[src/rtl/uart_num_tokenizer_pkg.sv]
// Shared constants for the UART number tokenizer.
// Holds the FSM state encoding, the error codes reported on o_err_code,
// and the ASCII values the character classifier recognises.
// Optional feature macro: UART_NUM_TOKENIZER_NEG_EN (signed tokens).
package uart_num_tokenizer_pkg;

   // FSM state encoding (NEG is only reachable with signed tokens enabled)
   localparam logic [1:0] ST_IDLE   = 2'd0;
   localparam logic [1:0] ST_DIGITS = 2'd1;
   localparam logic [1:0] ST_NEG    = 2'd2;
   localparam logic [1:0] ST_SKIP   = 2'd3;

   // Rejection reasons
   localparam logic [1:0] ERR_BADCHAR = 2'd1;
   localparam logic [1:0] ERR_OVF     = 2'd2;
   localparam logic [1:0] ERR_SIGN    = 2'd3;

   // ASCII constants
   localparam logic [7:0] ASCII_SPACE = 8'h20;
   localparam logic [7:0] ASCII_CR    = 8'h0D;
   localparam logic [7:0] ASCII_LF    = 8'h0A;
   localparam logic [7:0] ASCII_MINUS = 8'h2D;
   localparam logic [7:0] ASCII_ZERO  = 8'h30;
   localparam logic [7:0] ASCII_NINE  = 8'h39;

endpackage

[src/rtl/uart_num_tokenizer_ascii_char_classify.sv]
// Purely combinational ASCII character classifier.
// Ports:
//   rx_byte   in  8  byte to classify
//   is_digit  out 1  byte is '0'..'9'
//   is_delim  out 1  byte is space, CR or LF
//   is_minus  out 1  byte is '-'
//   digit_val out 4  numeric value of the byte when is_digit is set
module ascii_char_classify
   import uart_num_tokenizer_pkg::*;
(
   input  logic [7:0] rx_byte,
   output logic       is_digit,
   output logic       is_delim,
   output logic       is_minus,
   output logic [3:0] digit_val
);

   assign is_digit = (rx_byte >= ASCII_ZERO) && (rx_byte <= ASCII_NINE);
   assign is_delim = (rx_byte == ASCII_SPACE) || (rx_byte == ASCII_CR) ||
                     (rx_byte == ASCII_LF);
   assign is_minus = (rx_byte == ASCII_MINUS);

   // '0'..'9' are 0x30..0x39, so the low nibble is already the digit value
   assign digit_val = rx_byte[3:0];

endmodule

[src/rtl/uart_num_tokenizer.sv]
// UART number tokenizer: turns an ASCII byte stream such as "2 3 4 5 "
// into registered integer tokens with one-cycle valid pulses, flags
// malformed or out-of-range tokens, and counts emitted tokens.
// Optional feature macro: UART_NUM_TOKENIZER_NEG_EN enables a leading '-'.
// Ports:
//   clk          in  1      system clock
//   rst_n        in  1      synchronous active-low reset
//   i_enable     in  1      tokenizer active; low holds the block idle
//   i_rx_valid   in  1      strobe: i_rx_byte holds a received byte
//   i_rx_byte    in  8      received ASCII byte
//   o_num_valid  out 1      pulse: o_num_value holds a completed token
//   o_num_value  out VAL_W  token value (two's complement), held
//   o_err        out 1      pulse: current token rejected
//   o_err_code   out 2      rejection reason, held until next error
//   o_busy       out 1      a token is partially received
//   o_tok_cnt    out CNT_W  tokens emitted since i_enable rose, saturating
module uart_num_tokenizer
   import uart_num_tokenizer_pkg::*;
#(
   parameter int          VAL_W   = 32,
   parameter int unsigned MAX_VAL = 65535,
   parameter int          CNT_W   = 8
) (
   input  logic             clk,
   input  logic             rst_n,
   input  logic             i_enable,
   input  logic             i_rx_valid,
   input  logic [7:0]       i_rx_byte,
   output logic             o_num_valid,
   output logic [VAL_W-1:0] o_num_value,
   output logic             o_err,
   output logic [1:0]       o_err_code,
   output logic             o_busy,
   output logic [CNT_W-1:0] o_tok_cnt
);

   // Four spare bits so acc*10+9 can never wrap before the range check
   localparam int ACC_W = VAL_W + 4;

   logic [1:0]       state;
   logic [ACC_W-1:0] acc;
   logic [ACC_W-1:0] acc_next;
   logic             neg;
   logic             ovf;
   logic             enable_q;

   logic             is_digit;
   logic             is_delim;
   logic             is_minus;
   logic             is_bad;
   logic [3:0]       digit_val;

   ascii_char_classify u_classify (
      .rx_byte   (i_rx_byte),
      .is_digit  (is_digit),
      .is_delim  (is_delim),
      .is_minus  (is_minus),
      .digit_val (digit_val)
   );

   // '-' is never legal inside a digit run, even with signed tokens enabled
   assign is_bad   = is_minus || !(is_digit || is_delim);
   assign acc_next = acc * ACC_W'(10) + ACC_W'(digit_val);
   assign o_busy   = (state != ST_IDLE);

   // Main FSM, accumulator and token counter. Every return to IDLE clears
   // the accumulator and both flags so the next token starts clean.
   always_ff @(posedge clk) begin
      if (!rst_n) begin
         state       <= ST_IDLE;
         acc         <= '0;
         neg         <= 1'b0;
         ovf         <= 1'b0;
         enable_q    <= 1'b0;
         o_num_valid <= 1'b0;
         o_num_value <= '0;
         o_err       <= 1'b0;
         o_err_code  <= '0;
         o_tok_cnt   <= '0;
      end else begin
         enable_q    <= i_enable;
         o_num_valid <= 1'b0;
         o_err       <= 1'b0;
         if (!i_enable) begin
            state <= ST_IDLE;
            acc   <= '0;
            neg   <= 1'b0;
            ovf   <= 1'b0;
         end else begin
            if (!enable_q) begin
               o_tok_cnt <= '0;
            end
            if (i_rx_valid) begin
               case (state)
                  ST_IDLE: begin
                     if (is_delim) begin
                        state <= ST_IDLE;
                     end else if (is_digit) begin
                        acc   <= ACC_W'(digit_val);
                        state <= ST_DIGITS;
`ifdef UART_NUM_TOKENIZER_NEG_EN
                     end else if (is_minus) begin
                        neg   <= 1'b1;
                        state <= ST_NEG;
`endif
                     end else begin
                        o_err      <= 1'b1;
                        o_err_code <= ERR_BADCHAR;
                        state      <= ST_SKIP;
                     end
                  end
`ifdef UART_NUM_TOKENIZER_NEG_EN
                  ST_NEG: begin
                     if (is_digit) begin
                        acc   <= ACC_W'(digit_val);
                        state <= ST_DIGITS;
                     end else if (is_delim) begin
                        o_err      <= 1'b1;
                        o_err_code <= ERR_SIGN;
                        neg        <= 1'b0;
                        state      <= ST_IDLE;
                     end else begin
                        o_err      <= 1'b1;
                        o_err_code <= ERR_BADCHAR;
                        state      <= ST_SKIP;
                     end
                  end
`endif
                  ST_DIGITS: begin
                     if (is_digit) begin
                        // Once overflowed the accumulator stays frozen
                        if (!ovf) begin
                           if (acc_next > ACC_W'(MAX_VAL)) begin
                              ovf <= 1'b1;
                           end else begin
                              acc <= acc_next;
                           end
                        end
                     end else if (is_delim) begin
                        if (ovf) begin
                           o_err      <= 1'b1;
                           o_err_code <= ERR_OVF;
                        end else begin
                           o_num_valid <= 1'b1;
                           o_num_value <= neg ? (VAL_W'(0) - acc[VAL_W-1:0])
                                              : acc[VAL_W-1:0];
                           if (o_tok_cnt != {CNT_W{1'b1}}) begin
                              o_tok_cnt <= o_tok_cnt + 1'b1;
                           end
                        end
                        acc   <= '0;
                        neg   <= 1'b0;
                        ovf   <= 1'b0;
                        state <= ST_IDLE;
                     end else if (is_bad) begin
                        o_err      <= 1'b1;
                        o_err_code <= ERR_BADCHAR;
                        state      <= ST_SKIP;
                     end
                  end
                  ST_SKIP: begin
                     if (is_delim) begin
                        acc   <= '0;
                        neg   <= 1'b0;
                        ovf   <= 1'b0;
                        state <= ST_IDLE;
                     end
                  end
                  default: begin
                     state <= ST_IDLE;
                  end
               endcase
            end
         end
      end
   end

endmodule

[config.mk]
export PLATFORM = sky130hd
export DESIGN_NAME = uart_num_tokenizer
export DESIGN_NICKNAME = d
export VERILOG_FILES = /design/src/rtl/uart_num_tokenizer_pkg.sv /design/src/rtl/uart_num_tokenizer_ascii_char_classify.sv /design/src/rtl/uart_num_tokenizer.sv
export SDC_FILE = /design/constraint.sdc
export NUM_CORES = 1
export LEC_CHECK = 0
export BUFFER_PORTS_ARGS = -buffer_cell sky130_fd_sc_hd__buf_2
export CAP_MARGIN = 20
export CORE_MARGIN = 5
export CORE_UTILIZATION = 45
export CTS_CLUSTER_DIAMETER = 80
export CTS_CLUSTER_SIZE = 10
export DETAILED_ROUTE_END_ITERATION = 6
export PLACE_DENSITY = 0.69
export SKIP_LAST_GASP = 1
export SLEW_MARGIN = 20
export SYNTH_ARGS = -nofsm -noshare
export SYNTH_HDL_FRONTEND = slang
export SYNTH_HIERARCHICAL = 1
export SYNTH_SLANG_ARGS = --single-unit
[constraint.sdc]
create_clock -name clk -period 4.5 [get_ports clk]
set_clock_uncertainty 0.1 [all_clocks]
set_input_delay 1.125 -clock clk [delete_from_list [all_inputs] [get_ports clk]]
set_output_delay 1.125 -clock clk [all_outputs]
set_load 0.02 [all_outputs]
==> run_results.csv <==
group,metric,value,unit
pwr,p_sw_share,26.0,%
routing,drc,0,
finish,synthToLayoutAreaGrowth,27.4,%
sta,slew_violations,0,
clock_network,cts_buffers,9,
clock_network,clkTransAtPathRegs,70,ps
placement,io_buffer_count,56,
clock_network,ctsHtreeMaxLevel,3,
logic_synthesis,synth_area,7100,µm²
sta,setup_viol,21,
sta,fin_ws,-38.9,ps
finish,fin_nets,1096,
setup_path,end_kind,"flop",
global_routing,grt_pass1_wl,33200,µm
pwr,powerDensity,172,nW/µm²
clock_network,cts_buffer_depth,2,
logic_synthesis,yosys_warnings,6,
clock_network,cts_tree,"built",
routing,via_count,7305,
global_routing,gr-total-overflow,0,
pwr,max-vdd-ir-drop,197,µV
clock_network,cts.sinks,83,
pwr,clkPwrFrac,47.8,%
setup_path,worstSetupPathType,"flop to flop",
run,cap_violations,0,
placement,place_congestion,0.975,
sta,finalHoldViolCount,0,
pwr,p_comb_share,4.6,%
min_path,hp-class,"flop to flop",
placement,dp_slack,-101,ps
setup_path,cp-start-kind,"flop",
routing,routed_wl,21300,µm
pwr,power.internal,1.15,mW
sta,fmax,0.220,GHz
sta,rsz0062_at_grt,"yes",
outcome,violations,"negative setup slack",
floorplanning,die_y,136,µm
routing,drt-wirelength-per-cell,17.2,µm
floorplanning,ios,57,
placement,dp_hpwl,15300,µm
outcome,status,"finished with violations",
floorplanning,num_rows,46,
routing,ant_nets,0,
floorplanning,die_area,18400,µm²
sta,slew_headroom,50.6,%
finish,drive_above_1_share,31.9,%
floorplanning,die_w,136,µm
pwr,power.switching,0.404,mW
setup_path,cp.arrival,4700,ps
routing,vias_per_cell,5.91,
global_routing,grt_max_degree,34,
clock_network,clock_latency,360,ps
routing,drt_iter0_markers,708,
setup_path,cp_data_required_time,4660,ps
setup_path,cp_max_fo,6,
pwr,pwr-share-seq,47.7,%
logic_synthesis,synth_cells,877,
global_routing,track_usage,22.1,%
logic_synthesis,synth_fp_nets,958,
sta,period_needed,4540,ps
pwr,p_leak,3.73,nW
finish,antenna_cells,0,
global_routing,antenna_found_initial,0,
global_routing,grt_pass1_vias,6738,
finish,fill_cells,1440,
logic_synthesis,avgSynthCellArea,8.10,µm²
routing,dr.pass1.iters,5,
floorplanning,start_util,45.4,%
clock_network,clockRootBuffer,"clkbuf_16",
sta,worstMarginPinSlew,741,ps
pwr,total_power,1.55,mW
sta,fin_crit_sh,101,%
floorplanning,coreArea,15700,µm²
==> repair_timing <==
item                                   in CTS  in global routing
cloned                                      1                  2
resized for setup                          27                 49
hold buffers                                0                  0
setup endpoints to repair                  32                 35
pin swaps                                  17                 26
setup buffers                              10                 14
endpoints found under the hold margin       0                  0
==> path summary, 6_finish.rpt <==
check                  startpoint         endpoint  slack [ps]  depth (start not counted)
setup / recovery           acc[3]           acc[7]         -40                         21
hold / removal    o_num_value[21]  o_num_value[21]         350                          2
setup reg to reg           acc[3]           acc[7]         -40                         21
hold reg to reg   o_num_value[21]  o_num_value[21]         350                          2
==> critical path: stages (launching register included) <==
cell and delay (ps):
dfxtp_2 340, ha_4 240, ha_4 160, fa_2 360
a211oi_4 230, buf_4 160, o211ai_1 100, buf_4 170
a211oi_2 210, buf_4 160, nor2_1 40, xor2_1 140
buf_4 160, nand3_4 100, buf_4 190, nor4_4 270
a311oi_1 140, o211ai_1 210, and4bb_4 280, o211a_4 310
buf_12 170, o32ai_2 190
==> stage by stage <==
stage / instances / setup TNS (ps) / cell area, µm² / utilization (%) / hold WS (ps)
floorplan: 877 / 0 / 7100 / - / 343
global route: 1236 / -6850 / 9050 / 57.8 / 363
finish: 1236 / -304 / 9050 / 57.8 / 351
detailed placement: 1193 / -2060 / 8160 / 52.1 / 344
global placement: 1193 / -122 / 8160 / 52.1 / 340
CTS: 1220 / -4.86 / 8690 / 55.5 / 353
==> cells in the final DEF (no fill, tap or decap), drive strengths merged, types with 5 or more instances in the layout <==
cell	n
o211ai	17
a211oi	8
dfxtp	83
nand3	28
nor2	58
nor3b	18
nor3	31
and3	11
xnor2	15
buf	175
ha	67
o32ai	14
nor4	11
mux2i	8
or2	6
nand4	24
a22oi	7
and2	9
a21o	9
inv	26
a21oi	82
or3	10
clkbuf	11
nand2	128
nor4b	7
o21ai	47
xor2	18
o211a	5
a31o	5
==> routing by layer <==
metal | up-vias | global-route usage, % | wire (µm)
met1 | 3459 | 29.7 | 9660
met5 | - | 0 | 0
met3 | 54 | 3.19 | 1070
li1 | 3546 | - | -
met4 | 0 | 7.61 | 571
met2 | 246 | 36.3 | 10000
==> sequential cells by signal, indices dropped and copies added (netlist names) <==
register	flops
acc	35
enable_q	1
o_err	1
o_err_code	2
o_num_valid	1
o_num_value	32
o_tok_cnt	8
ovf	1
state	2
==> power groups by stage <==
| stage | combinational, mW | clock [mW] | sequential [mW] |
|---|---|---|---|
| after floorplan | 0.0446 | 0 | 0.757 |
| after global placement | 0.0649 | 0 | 0.757 |
| after detailed placement | 0.0653 | 0 | 0.757 |
| after CTS | 0.0681 | 0.755 | 0.741 |
| after global routing | 0.0770 | 0.783 | 0.741 |
| final | 0.0710 | 0.743 | 0.741 |
==> area by class of cell <==
type                    instances  area, µm²  share of cell area, %
clock inverters                 7       71.3                  0.788
inverters                      23       86.3                  0.954
multi-input cells             721       5430                   60.0
well taps                     216        270                   2.99
repair buffers                177       1300                   14.3
clock buffers                   9        225                   2.49
flip-flops and latches         83       1670                   18.4
Note: power is estimated with default switching activity, not from simulation.
